`config.mk`:
```
export PLATFORM = sky130hd
export DESIGN_NAME = visframe_buffer
export DESIGN_NICKNAME = d
export VERILOG_FILES = /design/src/rtl/visframe_buffer.sv
export SDC_FILE = /design/constraint.sdc
export NUM_CORES = 1
export LEC_CHECK = 0
export ABC_AREA = 1
export CORE_MARGIN = 2
export CORE_UTILIZATION = 59
export CTS_BUF_LIST = sky130_fd_sc_hd__clkbuf_16
export CTS_CLUSTER_DIAMETER = 30
export DETAILED_ROUTE_END_ITERATION = 16
export PLACE_DENSITY_LB_ADDON = 0.3
export SETUP_SLACK_MARGIN = 0.5
export SYNTH_ARGS = -nofsm -noshare
export SYNTH_HDL_FRONTEND = slang
export SYNTH_SLANG_ARGS = --single-unit
```
`constraint.sdc`:
```
create_clock -name clock -period 5.1 [get_ports clock]
set_input_delay 1.275 -clock clock [delete_from_list [all_inputs] [get_ports clock]]
set_output_delay 1.275 -clock clock [all_outputs]
set_load 0.02 [all_outputs]
```
`src/rtl/visframe_buffer.sv`:
```
// Ping-pong frame buffer: captures accumulated visibility frames and replays each as an AXI4-Stream packet.
// Optional VISFRAME_DROP_COUNT_EN adds a saturating 16-bit dropped-frame counter output.
module visframe_buffer #(
  parameter int unsigned WIDTH = 7,
  parameter int unsigned NVIS  = 3
) (
  input  logic               clock,
  input  logic               reset,
  input  logic               vis_frame_i,
  input  logic               vis_valid_i,
  input  logic               vis_first_i,
  input  logic               vis_last_i,
  input  logic [WIDTH-1:0]   vis_real_i,
  input  logic [WIDTH-1:0]   vis_imag_i,
  output logic               m_tvalid,
  input  logic               m_tready,
  output logic               m_tlast,
  output logic [2*WIDTH-1:0] m_tdata,
  output logic               dropped_o,
  output logic               error_o
`ifdef VISFRAME_DROP_COUNT_EN
  ,
  output logic [15:0]        drop_count_o
`endif
);

  localparam int unsigned ABITS = $clog2(NVIS + 1);
  localparam int unsigned DW    = 2 * WIDTH;
  localparam logic [ABITS-1:0] NVIS_A = ABITS'(NVIS);
  localparam logic [ABITS-1:0] ONE_A  = ABITS'(1);

  typedef enum logic [1:0] {W_IDLE, W_FILL, W_DROP} wstate_t;
  typedef enum logic {R_IDLE, R_SEND} rstate_t;

  wstate_t          wstate_q;
  rstate_t          rstate_q;
  logic             wr_ptr_q;
  logic             rd_ptr_q;
  logic [1:0]       full_q;
  logic [ABITS-1:0] cnt_q;
  logic [ABITS-1:0] rd_idx_q;
  logic [ABITS-1:0] len_q [2];
  logic [DW-1:0]    mem_q [2][NVIS];
  logic             tvalid_q;
  logic             tlast_q;
  logic [DW-1:0]    tdata_q;
  logic             dropped_q;
  logic             error_q;

  logic          accept;
  logic          handshake;
  logic          release_bank;
  logic          load;
  logic [DW-1:0] beat;

  assign accept       = vis_valid_i & vis_frame_i;
  assign beat         = {vis_imag_i, vis_real_i};
  assign handshake    = tvalid_q & m_tready;
  assign release_bank = handshake & tlast_q;
  // Output register reloads only when empty or being consumed, so a stalled beat holds.
  assign load = (rstate_q == R_SEND) && (rd_idx_q != len_q[rd_ptr_q]) && (!tvalid_q || m_tready);

  // Both FSMs share the bank-full flags, so they live in one sequential block.
  always_ff @(posedge clock or posedge reset) begin
    if (reset) begin
      wstate_q  <= W_IDLE;
      rstate_q  <= R_IDLE;
      wr_ptr_q  <= 1'b0;
      rd_ptr_q  <= 1'b0;
      full_q    <= '0;
      cnt_q     <= '0;
      rd_idx_q  <= '0;
      tvalid_q  <= 1'b0;
      tlast_q   <= 1'b0;
      tdata_q   <= '0;
      dropped_q <= 1'b0;
      error_q   <= 1'b0;
      for (int unsigned i = 0; i < 2; i++) begin
        len_q[i] <= '0;
        for (int unsigned j = 0; j < NVIS; j++) mem_q[i][j] <= '0;
      end
    end else begin
      dropped_q <= 1'b0;

      if (release_bank) begin
        full_q[rd_ptr_q] <= 1'b0;
        rd_ptr_q         <= ~rd_ptr_q;
        rd_idx_q         <= '0;
        rstate_q         <= full_q[~rd_ptr_q] ? R_SEND : R_IDLE;
      end else if (rstate_q == R_IDLE && full_q[rd_ptr_q]) begin
        rstate_q <= R_SEND;
        rd_idx_q <= '0;
      end

      if (load) begin
        tvalid_q <= 1'b1;
        tdata_q  <= mem_q[rd_ptr_q][rd_idx_q];
        tlast_q  <= (rd_idx_q == len_q[rd_ptr_q] - ONE_A);
        rd_idx_q <= rd_idx_q + ONE_A;
      end else if (handshake) begin
        tvalid_q <= 1'b0;
        tlast_q  <= 1'b0;
      end

      if (accept) begin
        unique case (wstate_q)
          W_IDLE: begin
            if (!vis_first_i) begin
              error_q <= 1'b1;
            end else if (full_q[wr_ptr_q]) begin
              if (vis_last_i) dropped_q <= 1'b1;
              else            wstate_q  <= W_DROP;
            end else begin
              mem_q[wr_ptr_q][0] <= beat;
              if (vis_last_i) begin
                full_q[wr_ptr_q] <= 1'b1;
                len_q[wr_ptr_q]  <= ONE_A;
                wr_ptr_q         <= ~wr_ptr_q;
              end else begin
                cnt_q    <= ONE_A;
                wstate_q <= W_FILL;
              end
            end
          end
          W_FILL: begin
            if (vis_first_i) begin
              // Restart in place: the partial frame never left this bank.
              error_q            <= 1'b1;
              mem_q[wr_ptr_q][0] <= beat;
              cnt_q              <= ONE_A;
              if (vis_last_i) begin
                full_q[wr_ptr_q] <= 1'b1;
                len_q[wr_ptr_q]  <= ONE_A;
                wr_ptr_q         <= ~wr_ptr_q;
                wstate_q         <= W_IDLE;
              end
            end else begin
              if (cnt_q < NVIS_A) mem_q[wr_ptr_q][cnt_q] <= beat;
              else                error_q <= 1'b1;
              if (vis_last_i) begin
                full_q[wr_ptr_q] <= 1'b1;
                len_q[wr_ptr_q]  <= (cnt_q < NVIS_A) ? cnt_q + ONE_A : NVIS_A;
                wr_ptr_q         <= ~wr_ptr_q;
                wstate_q         <= W_IDLE;
              end else if (cnt_q < NVIS_A) begin
                cnt_q <= cnt_q + ONE_A;
              end
            end
          end
          W_DROP: begin
            if (vis_last_i) begin
              dropped_q <= 1'b1;
              wstate_q  <= W_IDLE;
            end
          end
          default: wstate_q <= W_IDLE;
        endcase
      end
    end
  end

  assign m_tvalid  = tvalid_q;
  assign m_tlast   = tlast_q;
  assign m_tdata   = tdata_q;
  assign dropped_o = dropped_q;
  assign error_o   = error_q;

`ifdef VISFRAME_DROP_COUNT_EN
  logic [15:0] drop_cnt_q;

  always_ff @(posedge clock or posedge reset) begin
    if (reset)                                    drop_cnt_q <= '0;
    else if (dropped_q && drop_cnt_q != 16'hFFFF) drop_cnt_q <= drop_cnt_q + 16'd1;
  end

  assign drop_count_o = drop_cnt_q;
`endif

endmodule
```
---- After elaboration in Yosys (flattened, before gate mapping) ----
Index checks and enable logic that the tools add are counted.
storage, ports and cells
  register bits ........................... 117
  output and inout bits ................... 18
  word-level logic and storage cells ...... 167
cells by class
  $add $sub $neg .......................... 3
  order comparisons ....................... 12
  equality and inequality tests ........... 13
  mux-type cells .......................... 82
  bitwise gates (word level) .............. 16
  reductions and logical operators ........ 21
operator list
  operator                                                                       number
  84-bit two-way mux                                                             4
  42-bit two-way mux                                                             5
  84-bit bitwise mux                                                             2
  84-bit case mux with 2 select lines                                            1
  42-bit demux with 1-bit select                                                 2
  2-bit two-way mux                                                              23
  14-bit two-way mux                                                             3
  14-bit binary-select mux with 2-bit select                                     1
  14-bit demux with 2-bit select                                                 1
  1-bit two-way mux                                                              24
  4-bit two-way mux                                                              5
  3-bit != test (second input constant)                                          4
  2-bit case mux with 2 select lines                                             3
  4-bit AND reduction                                                            3
  5-bit AND reduction                                                            2
  2-bit != test (second input constant)                                          4
  4-bit case mux with 2 select lines                                             1
  1-bit logical AND                                                              7
  7-bit AND reduction                                                            1
  3-bit >= comparator (second input constant)                                    2
  1-bit by 2-bit less-than comparator with 1-bit output (second input constant)  3
  2-bit NOT with 3-bit output                                                    2
  1-bit case mux with 2 select lines                                             3
  2-bit nonzero test                                                             3
  other kinds (26)                                                               38

---- Depth between registers and ports, before layout ----
Gate-level depths: netlist (run 1).
  word-level depth ........................ 13
  mapped depth ............................ 12
  depth with buffers taken out ............ 11

---- Worst setup path after synthesis (run 1) ----
Ideal clock, no wire load.
  kind .................................... in2reg
  start ................................... in vis_valid_i
  end ..................................... reg mem_q[14] in the netlist's numbering
  arrival ................................. 2.223 ns
  required time ........................... 4.983 ns
  slack ................................... 2.760 ns
  cell stages on the path ................. 8
  path buffers ............................ 1
  cell sequence ........................... nand2_1 nor2_4 nand2_2 nor2_8 nand3_4 buf_4 nor2_1 nor2_1
between the ends
  longest elaborated chain between the ends .. 2
ends and longest elaborated chain
  element                               line  RTL
  start: declaration                    10    input logic vis_valid_i,
  1-bit bitwise AND                     56    assign accept = vis_valid_i & vis_frame_i;
  5-bit AND reduction (no source line)  --
  end signal: indexed assignment        114   mem_q[wr_ptr_q][0] <= beat;
  end signal: indexed assignment        129   mem_q[wr_ptr_q][0] <= beat;
  end signal: indexed assignment        138   if (cnt_q < NVIS_A) mem_q[wr_ptr_q][cnt_q] <= beat;
  end: declaration                      43    logic [DW-1:0] mem_q [2][NVIS];
Every way passes these cells.
A chain may end at the register's enable or synchronous reset.

---- Final worst setup path (run 1) ----
  start ................................... reg rd_ptr_q
  end ..................................... reg rd_idx_q[1]
between the ends
  longest elaborated chain between the ends .. 8
  elaborated cells on any way between the ends .. 12
  those cells by class .................... eq/ne (1); mux (6); bitwise (1); reduce/logical (4)
ends and longest elaborated chain
  element                                                                          line  RTL
  start: declaration                                                               38    logic rd_ptr_q;
  start signal: assignment                                                         87    rd_ptr_q <= ~rd_ptr_q;
  1-bit NOT with 2-bit output (implied by the code)                                61    assign load = (rstate_q == R_SEND) && (rd_idx_q != len_q[rd_ptr_q]) && (!tvalid_q || m_tready);
  2-bit two-way mux (implied by the code) (3 in series)                            61
  2-bit != test                                                                    61
  1-bit logical AND (2 in series)                                                  61
  3-bit nonzero test (no source line) / 2-bit two-way mux (equally long branches)  --
  end signal: assignment                                                           99    rd_idx_q <= rd_idx_q + ONE_A;
  end: declaration                                                                 41    logic [ABITS-1:0] rd_idx_q;
Parallel ways exist; a longest one is shown, timed or not. The select of a mux whose other input is x is not followed.

==> results of run 1 <==
worst reg2reg max path: stages (launching register included):
cell and delay, ns:
dfrtp_1 0.35, buf_4 0.29, inv_1 0.74, buf_4 0.43, nand2_1 0.12, nand3_1 0.08
nand2_1 0.09, nand2_1 0.13, nand3_1 0.71, nand3_1 0.31, nand2_1 0.09
how the worst min path moves through the flow:
stage / from / depth (start not counted) / endpoint / slack, ns
6_report: mem_q[59] / 2 / mem_q[59] / 0.47
2_1_floorplan: mem_q[28] / 2 / mem_q[28] / 0.44
4_1_cts: mem_q[63] / 2 / mem_q[63] / 0.47
3_3_place_gp: mem_q[68] / 2 / mem_q[68] / 0.45
5_1_grt: mem_q[41] / 2 / mem_q[41] / 0.49
3_5_place_dp: mem_q[62] / 2 / mem_q[62] / 0.46
registers in the layout, indices dropped and copies added (netlist names), 2 cells and up:
signal and cells:
cnt_q 2, full_q 2, len_q 4, m_tdata 14
mem_q 84, rd_idx_q 2, wstate_q 2
stage by stage:
stage               cells  util (%)  setup WS [ns]  hold slack, ns  instance area, um2
floorplan             822         -          0.724           0.442                6060
global placement      963      63.7           1.41           0.453                6460
detailed placement    963      63.7           1.27           0.458                6460
CTS                   995      69.4           1.68           0.473                7040
global route          996      69.6           1.28           0.492                7050
finish                996      69.6           1.63           0.471                7050
per-layer routing:
layer	vias to the layer above	track usage [%]	wire [um]
li1	2624	-	-
met3	52	5.94	1070
met5	-	0	0
met2	221	49.2	7520
met1	2599	38.2	6330
met4	0	14.3	574
cell usage in the layout, fill, tap and decap left out, types with 2 or more instances in the layout:
| master | instances |
|---|---|
| nand2_2 | 5 |
| nand4_1 | 11 |
| nand4_2 | 2 |
| nor2_1 | 70 |
| inv_6 | 3 |
| inv_1 | 92 |
| o22ai_1 | 2 |
| o21ai_1 | 23 |
| a21oi_1 | 15 |
| inv_2 | 6 |
| clkinvlp_4 | 5 |
| nor3_1 | 15 |
| dfrtp_1 | 117 |
| o21ai_0 | 11 |
| bufinv_16 | 2 |
| clkdlybuf4s50_1 | 38 |
| nand2_1 | 297 |
| clkinv_4 | 2 |
| nand3_1 | 95 |
| o21a_1 | 2 |
| nor2_4 | 2 |
| buf_4 | 3 |
| clkbuf_16 | 17 |
| clkinv_2 | 3 |
| ha_1 | 9 |
area by class of cell:
| class | count | area share (%) |
|---|---|---|
| clock inverters | 15 | 2.22 |
| inverters | 99 | 5.31 |
| repair buffers | 43 | 6.19 |
| clock buffers | 17 | 6.03 |
| multi-input cells | 569 | 36.3 |
| flip-flops and latches | 117 | 41.5 |
| well taps | 136 | 2.41 |
cell families after synthesis:
| family | after synthesis | share of synthesized area [%] |
|---|---|---|
| simple gates | 502 | 35.2 |
| flops | 117 | 48.3 |
| compound gates | 58 | 5.16 |
| buf+inv | 136 | 9.49 |
| fa+ha+maj | 9 | 1.86 |
report_power, final:
part	leakage [nW]	internal, W	switching, W
Combinational	2.04	0.000537	0.00109
Clock	0.272	0.000720	0.000450
Sequential	1.47	0.00120	0.000186
Total	3.79	0.00246	0.00173
==> impl_metrics.toml, run 1 <==
[run_status]
outcome = "finished clean"

[cts]
hold_buffers = 0
cts_setup_buffers = 0
cts_tree = "yes"
clkTransAtPathRegs_ns = 0.06
root_buffer = "clkbuf_16"
ctsResizeCount = 0
numCtsBuffers = 17
clkLatencyLatePin_ns = 0.41
htree_levels = 4
clockBufferDepth = 2
clock_sinks = 117

[yosys]
ys_types = 32
async_reset_ff_share_pct = 100
syn_area_um2 = 6060
synth_nets = 852
synth_ff_type = "dfrtp_1"
synth.most_common_cell = "nand2_1"
synthTopCellsByArea = "dfrtp_1 48%, nand2_1 18%, nand3_1 7.8%, inv_1 5.8%, nor2_1 4.3%"
synth_area_leader_cell = "dfrtp_1"
netlist_instances = 822
synth-seq-area-share_pct = 48.3
synth_top_area_share_pct = 48.3
synthTopCellsByCount = "297 x nand2_1, 117 x dfrtp_1, 95 x nand3_1, 93 x inv_1, 70 x nor2_1"
ys_warn_count = 0
synth_edf_count = 0
syn_area_per_cell_um2 = 7.38
synth-seq-cells = 117

[setup_path]
crit_buf_inv = 3
path_delay_family = "simple AND/OR/NAND/NOR gates"
rrSetupSlack_ns = 1.63
crit_path_end = "rd_idx_q[1]"
slowest_delay_ns = 0.73
path_cells = "buf_4 -> inv_1 -> buf_4 -> nand2_1 -> nand3_1 -> nand2_1 -> nand2_1 -> nand3_1 -> nand3_1 -> nand2_1"
path_max_fanout = 48
cp_slowest_cell = "inv_1"
ff2ff_path_depth = 10
arrival_ns = 3.75
r2r_start = "rd_ptr_q"
crit_path_start = "rd_ptr_q"
end_kind = "flip-flop"
worstSetupPathDepth = 10
crit_required_ns = 5.38
cp_common_cell = "nand2_1"
path_class = "reg2reg"
start_kind = "flip-flop"
r2r_end = "rd_idx_q[1]"

[place]
dp_hpwl_um = 9760
place.port_buffers = 38
gp_congestion = 0.888

[power_and_ir_drop]
ir_drop_mv = 0.296
power_leakage_nw = 3.79
finalPower_w = 0.00419
p_per_area_nw_per_um2 = 594

[sta]
slew-limit-headroom_pct = 21.1
finClkSkew_ns = 0.0103
tns_ns = 0
post-route-min-period_ns = 3.47
finalCritPeriodShare_pct = 68.0
tightest_slew_ns = 1.18
drv_slew = 0
setup_viol = 0
final-hold-violation-count = 0
max_freq_mhz = 288
rsz0062_at_grt = "no"

[routing]
wire_per_inst_um = 15.6
firstDrtPassIters = 7
postRouteWirelength_um = 15500
route.detailed.drc = 0
vias = 5496
viasPerCell = 5.52
antenna_left = 0
dr.first_iter.drc_count = 487

[cells_and_area]
layout-drive-gt1-share_pct = 6.74
diodes = 0
multi_input_area_um2 = 2560
area_growth_pct = 16.3
regArea_um2 = 2930
nFillCells = 790
nNetsFinal = 877

[die]
top_level_ports = 39
fp.dieW_um = 105
die_h_um = 105
start_util_pct = 59.8
die_area_um2 = 11100
rows = 37
core_um2 = 10100

[global_route]
grt_pass1_vias = 5432
overflow = 0
grt_pass1_wl_um = 26200
grt_use_total_pct = 30.0
grt_max_degree = 71
antenna_found_initial = 0

[flow_run]
maxCapViolations = 0

[hold_path]
hold_path.class = "reg2reg"
(Power assumes the default switching activity.)
==> run 2, diff against run 1 <==
==> constraint.sdc (replaced) <==
create_clock -name clock -period 3.3 [get_ports clock]
set_input_delay 0.825 -clock clock [delete_from_list [all_inputs] [get_ports clock]]
set_output_delay 0.825 -clock clock [all_outputs]
set_load 0.02 [all_outputs]
==> impl_metrics.toml, run 2 (synthesized netlist as in run 1, its figures left out) <==
[sta]
slew-limit-headroom_pct = 41.8
setup_viol = 0
final-hold-violation-count = 0
finalCritPeriodShare_pct = 71.3
rsz0062_at_grt = "no"
tightest_slew_ns = 0.872
tns_ns = 0
drv_slew = 0
post-route-min-period_ns = 2.35
finClkSkew_ns = 0.00849
max_freq_mhz = 425

[routing]
antenna_left = 0
dr.first_iter.drc_count = 505
firstDrtPassIters = 6
postRouteWirelength_um = 15700
route.detailed.drc = 0
viasPerCell = 5.51
vias = 5525
wire_per_inst_um = 15.6

[setup_path]
start_kind = "primary input"
path_class = "in2reg"
arrival_ns = 2.64
end_kind = "flip-flop"
crit_required_ns = 3.58
path_max_fanout = 22

[cells_and_area]
largest_register_ff_count = 84
area_growth_pct = 16.9
stdcell_area_um2 = 7090
max_flop_register = "mem_q"
nNetsFinal = 883
layout_common_cells = "297 x nand2_1, 117 x dfrtp_1, 95 x nand3_1"
final_common_cell = "nand2_1"
diodes = 0
layout-drive-gt1-share_pct = 7.04

[run_status]
outcome = "finished clean"

[power_and_ir_drop]
p_per_area_nw_per_um2 = 913
power_leakage_nw = 3.82
ir_drop_mv = 0.466

[cts]
htree_levels = 4
clock_sinks = 117
cts_setup_buffers = 0
clockBufferDepth = 2
cts_tree = "yes"
clkTransAtPathRegs_ns = 0.06
root_buffer = "clkbuf_16"
clkLatencyLatePin_ns = 0.42
hold_buffers = 0
numCtsBuffers = 17
ctsResizeCount = 0

[die]
rows = 37
core_um2 = 10100
top_level_ports = 39
start_util_pct = 59.8
die_h_um = 105
die_area_um2 = 11100
fp.dieW_um = 105

[hold_path]
hold_path.class = "reg2reg"

[global_route]
grt_use_total_pct = 30.6
antenna_found_initial = 0
overflow = 0
grt_pass1_wl_um = 26400
grt_max_degree = 53
grt_pass1_vias = 5507

[place]
place_area_um2 = 6520
dp_hpwl_um = 10100
place.port_buffers = 38
gp_congestion = 0.857

[flow_run]
maxCapViolations = 0
run 2: changes by cell type in the layout (fill, tap and decap cells not counted), moves of 2 or more:
cell	delta
clkinv_1	+2
clkinvlp_4	-2
clkinv_4	+2
buf_4	+6
inv_6	-3
run 2: stage by stage:
stage | total power [W] | hold slack (ns) | instances | setup WS (ns) | util [%]
2_1_floorplan | 0.00391 | 0.442 | 822 | 1.05 | -
3_3_place_gp | 0.00456 | 0.453 | 970 | 0.584 | 64.3
3_5_place_dp | 0.00466 | 0.458 | 970 | 0.541 | 64.3
4_1_cts | 0.00645 | 0.472 | 1002 | 0.965 | 69.9
5_1_grt | 0.00690 | 0.498 | 1002 | 0.786 | 69.9
6_report | 0.00647 | 0.469 | 1002 | 0.947 | 69.9
run 2: final timing paths:
kind	startpoint	end	slack [ns]	cells past startpoint
worst max-delay path	vis_first_i	mem_q[37]	0.95	10
worst min-delay path	mem_q[56]	mem_q[56]	0.47	2
worst max register to register	rd_ptr_q	m_tdata[8]	1.00	10
worst min register to register	mem_q[56]	mem_q[56]	0.47	2
max in group asynchronous	reset	mem_q[82]	1.78	3
min in group asynchronous	reset	mem_q[56]	0.85	2
run 2: metal layers:
layer	routed length, um	vias up	track usage, %
met4	587	0	15.4
met2	7960	239	52.4
met5	0	-	0
met3	967	52	6.18
li1	-	2627	-
met1	6140	2607	36.6
run 2: worst max-delay path, cell delays in order:
cell,delay [ns]
clkdlybuf4s50_1,0.50
inv_2,0.07
nand2_2,0.14
nor2_1,0.07
inv_2,0.10
nand3_2,0.14
inv_2,0.25
nand2_2,0.31
nand2_1,0.14
o21ai_1,0.08
run 2: cell type report:
cell class                      instances  area [um2]
Tap cell                              136         170
Clock buffer                           17         425
Inverter                               99         375
Multi-Input combinational cell        569        2560
Fill cell                             815        3050
Sequential cell                       117        2930
Timing Repair Buffer                   49         488
Clock inverter                         15         141
run 2: power breakdown:
group	internal [W]	total, W	leakage [nW]	switching [W]
registers	0.00186	0.00212	1.47	0.000260
logic	0.000853	0.00258	2.07	0.00173
clock network	0.00110	0.00176	0.279	0.000667
total	0.00381	0.00647	3.82	0.00266
==> run 3, diff against run 2 <==
--- a/config.mk
+++ b/config.mk
@@ -7,7 +7,7 @@
 export LEC_CHECK = 0
 export ABC_AREA = 1
 export CORE_MARGIN = 2
-export CORE_UTILIZATION = 59
+export CORE_UTILIZATION = 54
 export CTS_BUF_LIST = sky130_fd_sc_hd__clkbuf_16
 export CTS_CLUSTER_DIAMETER = 30
 export DETAILED_ROUTE_END_ITERATION = 16
==> constraint.sdc (replaced) <==
create_clock -name clock -period 2.1 [get_ports clock]
set_input_delay 0.525 -clock clock [delete_from_list [all_inputs] [get_ports clock]]
set_output_delay 0.525 -clock clock [all_outputs]
set_load 0.02 [all_outputs]
==> impl_metrics.toml, run 3 (synthesized netlist as in run 1, its figures left out) <==
[place]
gp_congestion = 0.889
place.port_buffers = 38
dp_hpwl_um = 10900
placed_cells = 999
post-place-ws_ns = -0.0438

[setup_path]
path_cells = "inv_2 -> ha_4 -> buf_6 -> nor2_4 -> nor2_4 -> nand2_4 -> nor2_8 -> buf_4 -> nand4_2 -> buf_12 -> nand2_1 -> nand2_1"
arrival_ns = 2.10
r2r_start = "wstate_q[1]"
path_class = "reg2reg"
crit_path_start = "wstate_q[1]"
path_max_fanout = 14
ff2ff_path_depth = 12
crit_required_ns = 2.40
crit_path_end = "mem_q[6]"
worstSetupPathDepth = 12
r2r_end = "mem_q[6]"
rrSetupSlack_ns = 0.31
cp_slowest_cell = "dfrtp_1"
end_kind = "flip-flop"
start_kind = "flip-flop"
path_delay_family = "simple AND/OR/NAND/NOR gates"
crit_buf_inv = 4
slowest_delay_ns = 0.39

[cts]
clkTransAtPathRegs_ns = 0.05
numCtsBuffers = 17
clock_sinks = 117
clkLatencyLatePin_ns = 0.42
hold_buffers = 0
root_buffer = "clkbuf_16"
clockBufferDepth = 2
cts_tree = "yes"
htree_levels = 4

[routing]
viasPerCell = 5.76
antenna_left = 0
wire_per_inst_um = 17.8
vias = 6121
route.detailed.drc = 0
firstDrtPassIters = 6
postRouteWirelength_um = 18900
dr.first_iter.drc_count = 880

[global_route]
grt_max_degree = 35
grt_use_total_pct = 30.3
grt_pass1_wl_um = 27600
overflow = 0
antenna_found_initial = 0
grt_pass1_vias = 5769

[sta]
post-route-min-period_ns = 1.79
tightest_slew_ns = 0.434
finalWorstSetupSlack_ns = 0.305
drv_slew = 0
finClkSkew_ns = 0.0102
setup_viol = 0
max_freq_mhz = 557
slew-limit-headroom_pct = 71.0
rsz0062_at_grt = "yes"
finalCritPeriodShare_pct = 85.5
tns_ns = 0
final-hold-violation-count = 0

[power_and_ir_drop]
power_leakage_nw = 4.37
finalPower_w = 0.0120
ir_drop_mv = 0.856
p_per_area_nw_per_um2 = 1440

[hold_path]
hold_path.class = "in2async"

[cells_and_area]
nNetsFinal = 943
stdcell_count = 1063
max_flop_register = "mem_q"
diodes = 0
final_common_cell = "nand2_1"
largest_register_ff_count = 84
layout-drive-gt1-share_pct = 23.5
area_growth_pct = 36.4
nFillCells = 705
layout_common_cells = "265 x nand2_1, 114 x dfrtp_1, 88 x nand3_1"

[flow_run]
maxCapViolations = 0

[die]
rows = 38
start_util_pct = 55.7
die_h_um = 110
core_um2 = 10900
fp.dieW_um = 110
die_area_um2 = 12100
top_level_ports = 39

[run_status]
outcome = "finished clean"
-- run 3: changes by cell type in the layout (fill, tap and decap cells not counted), sizes merged --
cell,delta
inv,+1
clkdlybuf4s50,-18
clkbuf,+9
clkinv,-3
buf,+59
clkinvlp,-1
clkdlybuf4s15,+10
-- run 3: worst min-delay path by stage --
stage,endpoint,cells after the start
global placement,mem_q[73],2
finish,mem_q[28],2
CTS,mem_q[64],2
floorplan,mem_q[28],2
global route,mem_q[28],2
detailed placement,mem_q[64],2
-- run 3: repair_timing --
item | in CTS | in global routing
pin swaps | 11 | 18
cloned | 4 | 8
setup buffers | 16 | 7
resized for setup | 113 | 100
setup endpoints to repair | 126 | 116
-- run 3: area by class of cell --
class                           count  area [um2]  area share, %
Inverter                           99         392           4.73
Timing Repair Buffer              109        1290           15.5
Sequential cell                   117        2930           35.4
Clock buffer                       17         425           5.14
Tap cell                          140         175           2.12
Multi-Input combinational cell    569        2960           35.8
Clock inverter                     12         101           1.23
-- run 3: metal layers --
metal	GRT usage, %	vias to the layer above	share of wire (%)
met5	0	-	0
met4	16.5	0	4.7
met3	6.11	90	7.1
met2	51.2	323	51
met1	36.2	2950	38
li1	-	2758	-
-- run 3: stage by stage --
stage	util (%)	area, um2	hold WS (ns)
detailed placement	62.5	6810	0.459
CTS	71.4	7780	0.471
floorplan	-	6090	0.442
finish	76.0	8270	0.463
global route	76.0	8270	0.492
global placement	62.5	6810	0.455
-- run 3: worst reg2reg max path: stages (launching register included) --
cell and delay, ns:
dfrtp_1 0.39, inv_2 0.11, ha_4 0.17, buf_6 0.12
nor2_4 0.04, nor2_4 0.10, nand2_4 0.08, nor2_8 0.11
buf_4 0.13, nand4_2 0.09, buf_12 0.18, nand2_1 0.10
nand2_1 0.06
-- run 3: power breakdown --
group,switching [W],internal [W]
Combinational,0.00352,0.00235
Sequential,0.000501,0.00294
Clock,0.000970,0.00168
Total,0.00499,0.00696
